$ cat config.mk
export PLATFORM = sky130hd
export DESIGN_NAME = hci_core_req_fifo
export DESIGN_NICKNAME = d
export VERILOG_FILES = /design/src/rtl/hci_core_req_fifo.sv
export SDC_FILE = /design/constraint.sdc
export NUM_CORES = 1
export LEC_CHECK = 0
export BUFFER_PORTS_ARGS = -buffer_cell sky130_fd_sc_hd__buf_4
export CORE_MARGIN = 1.5
export CORE_UTILIZATION = 54
export DETAILED_ROUTE_END_ITERATION = 7
export PLACE_DENSITY = 0.78
export RECOVER_POWER = 50
export SLEW_MARGIN = 25
export SYNTH_ARGS = -nofsm -noshare
export SYNTH_HDL_FRONTEND = slang
export SYNTH_SLANG_ARGS = --single-unit
$ cat constraint.sdc
create_clock -name clk_i -period 5.4 [get_ports clk_i]
set_input_delay 1.08 -clock clk_i [delete_from_list [all_inputs] [get_ports clk_i]]
set_output_delay 1.08 -clock clk_i [all_outputs]
set_load 0.01 [all_outputs]
$ cat src/rtl/hci_core_req_fifo.sv
// Request FIFO between an HCI core requester and the wide port of a split stage.
// Buffers requests in order, caps in-flight reads and forwards responses upstream unchanged.
module hci_core_req_fifo #(
    parameter int unsigned DW              = 64,
    parameter int unsigned AW              = 32,
    parameter int unsigned DEPTH           = 4,
    parameter int unsigned MAX_OUTSTANDING = 4,
    parameter int unsigned UW              = 1,
    parameter int unsigned BW              = 8
) (
    input  logic                                       clk_i,
    input  logic                                       rst_i,
    input  logic                                       clear_i,
    // upstream requester
    input  logic                                       tcdm_slave_req_i,
    output logic                                       tcdm_slave_gnt_o,
    input  logic [AW-1:0]                              tcdm_slave_add_i,
    input  logic                                       tcdm_slave_wen_i,
    input  logic [DW/8-1:0]                            tcdm_slave_be_i,
    input  logic [DW-1:0]                              tcdm_slave_data_i,
    input  logic                                       tcdm_slave_lrdy_i,
    output logic [DW-1:0]                              tcdm_slave_r_data_o,
    output logic                                       tcdm_slave_r_valid_o,
    output logic                                       tcdm_slave_r_opc_o,
    output logic [UW-1:0]                              tcdm_slave_r_user_o,
    // downstream split stage
    output logic                                       tcdm_master_req_o,
    input  logic                                       tcdm_master_gnt_i,
    output logic [AW-1:0]                              tcdm_master_add_o,
    output logic                                       tcdm_master_wen_o,
    output logic [DW/8-1:0]                            tcdm_master_be_o,
    output logic [DW-1:0]                              tcdm_master_data_o,
    output logic [BW-1:0]                              tcdm_master_boffs_o,
    output logic [UW-1:0]                              tcdm_master_user_o,
    output logic                                       tcdm_master_lrdy_o,
    input  logic [DW-1:0]                              tcdm_master_r_data_i,
    input  logic                                       tcdm_master_r_valid_i,
    input  logic                                       tcdm_master_r_opc_i,
    // status
    output logic                                       empty_o,
    output logic                                       full_o,
    output logic [$clog2(MAX_OUTSTANDING+1)-1:0]       outstanding_o,
    output logic                                       resp_err_o
);

    localparam int unsigned PW = $clog2(DEPTH);
    localparam int unsigned CW = $clog2(DEPTH + 1);
    localparam int unsigned OW = $clog2(MAX_OUTSTANDING + 1);

    typedef struct packed {
        logic [AW-1:0]   add;
        logic            wen;
        logic [DW/8-1:0] be;
        logic [DW-1:0]   data;
    } entry_t;

    entry_t         r_mem [DEPTH];
    logic [PW-1:0]  r_wptr;
    logic [PW-1:0]  r_rptr;
    logic [CW-1:0]  r_count;
    logic [OW-1:0]  r_out;
    logic           r_err;

    entry_t         w_head;
    entry_t         w_in;
    logic           w_flush;
    logic           w_full;
    logic           w_empty;
    logic           w_gnt;
    logic           w_req;
    logic           w_push;
    logic           w_pop;
    logic           w_rd_issue;
    logic           w_rsp;

    assign w_flush    = rst_i | clear_i;
    assign w_full     = (r_count == CW'(DEPTH));
    assign w_empty    = (r_count == '0);
    assign w_head     = r_mem[r_rptr];
    assign w_in       = '{add: tcdm_slave_add_i, wen: tcdm_slave_wen_i,
                          be: tcdm_slave_be_i, data: tcdm_slave_data_i};

    // Reads wait at the head once the in-flight limit is reached; writes always go.
    assign w_gnt      = ~w_full & ~w_flush;
    assign w_req      = ~w_empty & ~w_flush & (~w_head.wen | (r_out < OW'(MAX_OUTSTANDING)));
    assign w_push     = tcdm_slave_req_i & w_gnt;
    assign w_pop      = w_req & tcdm_master_gnt_i;
    assign w_rd_issue = w_pop & w_head.wen;
    assign w_rsp      = tcdm_master_r_valid_i & (r_out != '0);

    assign tcdm_slave_gnt_o     = w_gnt;
    assign tcdm_master_req_o    = w_req;
    assign tcdm_master_add_o    = w_head.add;
    assign tcdm_master_wen_o    = w_head.wen;
    assign tcdm_master_be_o     = w_head.be;
    assign tcdm_master_data_o   = w_head.data;
    assign tcdm_master_boffs_o  = '0;
    assign tcdm_master_user_o   = '0;
    assign tcdm_master_lrdy_o   = tcdm_slave_lrdy_i;
    assign tcdm_slave_r_data_o  = tcdm_master_r_data_i;
    assign tcdm_slave_r_valid_o = tcdm_master_r_valid_i;
    assign tcdm_slave_r_opc_o   = tcdm_master_r_opc_i;
    assign tcdm_slave_r_user_o  = '0;

    assign empty_o       = w_empty;
    assign full_o        = w_full;
    assign outstanding_o = r_out;
    assign resp_err_o    = r_err;

    // Entry storage; contents need no reset since pointers gate their use.
    always_ff @(posedge clk_i) begin
        if (w_push) begin
            r_mem[r_wptr] <= w_in;
        end
    end

    // Pointers and occupancy; reset and clear both discard pending entries.
    always_ff @(posedge clk_i) begin
        if (w_flush) begin
            r_wptr  <= '0;
            r_rptr  <= '0;
            r_count <= '0;
        end else begin
            if (w_push) begin
                r_wptr <= r_wptr + PW'(1);
            end
            if (w_pop) begin
                r_rptr <= r_rptr + PW'(1);
            end
            if (w_push & ~w_pop) begin
                r_count <= r_count + CW'(1);
            end else if (w_pop & ~w_push) begin
                r_count <= r_count - CW'(1);
            end
        end
    end

    // In-flight read tracking; a response with nothing outstanding is flagged, never underflows.
    always_ff @(posedge clk_i) begin
        if (w_flush) begin
            r_out <= '0;
            r_err <= 1'b0;
        end else begin
            if (w_rd_issue & ~w_rsp) begin
                r_out <= r_out + OW'(1);
            end else if (w_rsp & ~w_rd_issue) begin
                r_out <= r_out - OW'(1);
            end
            if (tcdm_master_r_valid_i & (r_out == '0)) begin
                r_err <= 1'b1;
            end
        end
    end

endmodule

Word-level counts from Yosys, hierarchy flattened
Memories as Yosys holds them, arrays and structs flattened. A register that Yosys moved wholly into a read port is not among the register bits.
Cells that the tools add are included.
{ "word_totals": {"input_bits": 177, "reg_bits": 11, "ramBits": 420, "out_inout_bits": 190, "mem_count": 1} }
{ "op_classes": {"bitwise": 22, "n_lt_le_gt_ge": 1, "n_addsub": 6, "eq_ne": 1, "n_reduce_logical": 5, "muxes": 8} }
{ "memory_table": {"columns": ["memory", "words", "width", "rd", "rd_ports_with_merged_regs", "wr", "line_no", "source"], "rows": [
  ["r_mem", 4, 105, 1, 1, 1, "57", "entry_t r_mem [DEPTH];"]
]} }
{ "ops": {"columns": ["cell", "count"], "rows": [
  ["$and 1x1->1", 12],
  ["$mux 3", 4],
  ["$not 1->1", 8],
  ["$add 3x1->3 const B", 2],
  ["$logic_not 3->1", 2],
  ["$sub 3x1->3 const B", 2],
  ["$add 2x1->2 const B", 2],
  ["$mux 2", 2],
  ["$reduce_bool 2->1", 2],
  ["$eq 3x3->1 const B", 1],
  ["$lt 3x3->1 const B", 1],
  ["$reduce_bool 3->1", 1],
  ["$mux 1", 2],
  ["$or 1x1->1", 2]
]} }

Depth between registers and ports, before layout
{ "logic_depth": {"word_depth": 10, "mapped_depth": 11, "depth_no_buf": 10} }

Worst setup path after synthesis
Ideal clock, no wire load.
{ "synth_timing": {"path_kind": "input -> register", "from": "input port clear_i", "to": "memory r_mem[1][0] (netlist bit), enable pin", "arrival_time_ps": 4348, "setup_time_ps": 476, "stages": 4, "required_time_ps": 4924, "slack_ps": 576, "n_path_buf": 1, "cell_sequence": "or2_2 -> clkbuf_1 -> nor3b_2 -> and2_1"} }
{ "synth_via": {"elab_chain_len": 6} }
{ "synth_lines": {"columns": ["item", "line_no", "source"], "rows": [
  ["start: declaration", "13", "input logic clear_i,"],
  ["$or 1x1->1", "76", "assign w_flush = rst_i | clear_i;"],
  ["$not 1->1", "84", "assign w_gnt = ~w_full & ~w_flush;"],
  ["$and 1x1->1", "84", null],
  ["$and 1x1->1", "86", "assign w_push = tcdm_slave_req_i & w_gnt;"],
  ["via w_push", "71", "logic w_push;"],
  ["$mux 1", "112", "if (w_push) begin"],
  ["$mux 1 (not written as such)", "113", "r_mem[r_wptr] <= w_in;"],
  ["end: declaration", "57", null]
]} }
The timed path passes the listed nets, and every way through them passes these cells.

Final worst setup path
{ "layout_timing": {"from": "input port clear_i", "to": "memory r_mem[2][66] (netlist bit), enable pin"} }
Same word-level chain as after synthesis.

==> metrics <==
async set-or-reset flop fraction in the synthesized netlist=0%; top area cells in the synthesized netlist=edfxtp_1, mux4_2, buf_4; share of the clock period used by the worst path after layout=78.0%; netlist area before placement=16400 um^2; fraction of met1 tracks used by global routing=24.5%; area added between synthesis and finish=16.1%; RSZ-0062 raised after global routing=false; worst-case vdd ir drop=0.282 mV; number of design rule violations left after detail routing=0; cell depth of the worst min-delay path=2; number of placed instances, taps included=1237; pin count of the biggest net entering global routing=101; depth of the most critical reg-to-reg path=4; total via count after detailed routing=7335; maximum clock frequency=237 MHz; maximum net fanout on the critical path=31; warnings from Yosys=0; Lkg Pwr=0.00608 uW; cell internal pwr=5580 uW; status=complete, but fails checks; number of sinks driven by the clock tree=433; half-perimeter wire length after placement=19200 um; number of CTS-inserted buffers=43; fraction of the yosys area taken by sequential cells=78.5%; post-synthesis sequential element count=433; final routed wirelength across all metal layers=31000 um; root buf cell=clkbuf_16; TritonCTS clock tree=yes; insertion delay to the later sink of the worst-skew pair=0.52 ns; Worst Setup End Kind=register; Worst-Margin Slew=1.49 ns; input/output buffers=224; clock slew at the register clock pins of the worst setup and hold paths=0.06 ns; met3 demand-to-capacity share in global routing=8.03%; worst setup skew after layout=0.0105 ns; biggest area consumer among synthesized cells=edfxtp_1; total congestion overflow after global routing=0; crit path time final=4.21 ns; Final Core Density=63.9%; Cells after Synth=707; total power divided by cell area=362 nW/um^2; max-slew violation count=0; failing checks=capacitance limit; gpl congestion=0.741; PostCTS Resize Cnt=0; clock tree buffer depth=3; antenna violations before repair=2; Core Region=29800 um^2; GRT Max-Usage Layer=met2; DIE AREA=31400 um^2; slowest stage cell on the critical path=and2_0; ANT nets after route=0; top cells by count, synth=edfxtp_1, mux4_2, buf_4; syn_area_per_cell=23.2 um^2; number of hold buffers added after cts=0; power share of the sequential group=54.1%; drt first pass iters=4; critical path type=in2reg; num ports=367; final hold violations=0; Switching Fraction=19.1%; Post-synth EDFFs=420; power share of the combinational group=3.2%; setup slack of the worst register-to-register path=1.88 ns; initial core utilization=55.1%; Die X-Extent=177 um; Slew Limit Headroom=0.290%; GRT Util Overall=19.9%; via count of the first global-routing pass=7748; arrival time at the worst endpoint=4.37 ns; crit path launch type=primary input; count of buffering cells on the critical path with inverters included=2; number of gates on the worst path with buffers counted=5; share of the synthesized area in the top cell type=76.9%; Worst path top cell family by delay=simple AND/OR/NAND/NOR gates; sum of negative setup slack=0 ns; most used flip-flop cell after synthesis=edfxtp_1; Hold WC Path Type=reg2reg; number of distinct library cells after synthesis=33; number of endpoints failing setup at the final stage=0; Layout Nets=1077; post-CTS setup buffer count=0; Detailed Route Iter0 Violations=510; CP cell instances=clkbuf_4 -> or2_0 -> nor3b_1 -> and2_0 -> buf_4; total net switching power=1310 uW; vertical extent of the die=177 um; H-tree depth reported by CTS=2; clock share of power=42.7%; Max stage delay on crit path=1.23 ns; Max-cap violations=1; ratio of cells with drive above 1 in the final layout=32.2%; detail-routed via count per cell=5.57; most frequent cell after synthesis=edfxtp_1; GR met2 Demand/Resource=32.6%; cell row count=63; per-cell routed wire length=23.6 um; required time at the endpoint of the critical path=5.56 ns; post-route insts no fill=1317; first-pass GRT wire length=46100 um
## routing by layer
metal / wire [um] / vias up / part of all wire [%]
met5: 13 / - / 0.042
met4: 863 / 2 / 2.8
met3: 3260 / 75 / 11
met2: 15400 / 295 / 50
met1: 11500 / 3750 / 37
li1: - / 3213 / -
## final cells by class
cell class	instances	area, um^2
diodes	1	2.50
repair buffers	234	1400
inverters	6	22.5
multi-input cells	174	2850
well taps	390	488
clock inverters	28	268
flip-flops and latches	433	12900
clock buffers	51	1150
fillers	2027	10700
## worst min-delay path: stages, from the launching register on
cell	delay, ns
dfxtp_1	0.32
a21oi_1	0.04
nor2_1	0.07
## power by group through the flow
stage / Sequential (uW) / Clock, uW / Combinational (uW)
finish: 3730 / 2940 / 223
detailed placement: 3800 / 0 / 259
global route: 3730 / 3130 / 244
floorplan: 3800 / 0 / 152
global placement: 3800 / 0 / 252
CTS: 3730 / 3010 / 260
## final timing paths
kind	start	end
min reg2reg	resp_err_o	resp_err_o
min	resp_err_o	resp_err_o
max reg2reg	r_count[0]	r_mem[2][66]
max	clear_i	r_mem[2][66]
## logic make-up (layout without fill, tap and decap cells)
group | count (synthesis) | after routing | synth area share (%)
simple gates | 28 | 28 | 0.961
other cells | 1 | 11 | 0.0229
mux | 109 | 109 | 14.6
flops | 433 | 433 | 78.5
buf+inv | 109 | 319 | 4.36
compound gates | 14 | 14 | 0.564
fa+ha+maj | 8 | 8 | 0.702
xor+xnor | 5 | 5 | 0.267
## sequential cells by signal, summed over array words and instances (netlist names), named ones only
| name | flops |
|---|---|
| r_mem | 420 |
| outstanding_o | 3 |
| r_count | 3 |
| r_rptr | 2 |
| r_wptr | 2 |
| resp_err_o | 1 |
## cell usage in the layout (no fill, tap or decap), types with 3 or more instances in the layout
master	netlist	final
bufinv_16	0	5
xor2_1	4	4
conb_1	1	10
ha_1	6	6
nor2_1	10	10
o21ai_0	3	3
clkinv_2	0	7
clkbuf_1	11	115
dfxtp_1	13	11
buf_4	77	120
inv_1	6	6
clkinv_1	0	11
clkbuf_16	0	45
mux2i_1	3	3
or3_1	4	4
a21oi_1	6	6
buf_12	0	4
mux4_2	104	104
edfxtp_1	420	420
## metrics by stage
stage	cell area [um^2]	worst slack, ns	total power (uW)	hold WS, ns
2_1_floorplan	16400	0.576	3950	0.467
3_3_place_gp	18100	1.76	4050	0.464
3_5_place_dp	18100	1.73	4060	0.458
4_1_cts	19500	1.34	6990	0.472
5_1_grt	19000	0.951	7110	0.503
6_report	19100	1.19	6890	0.464
(Power assumes the default switching activity.)
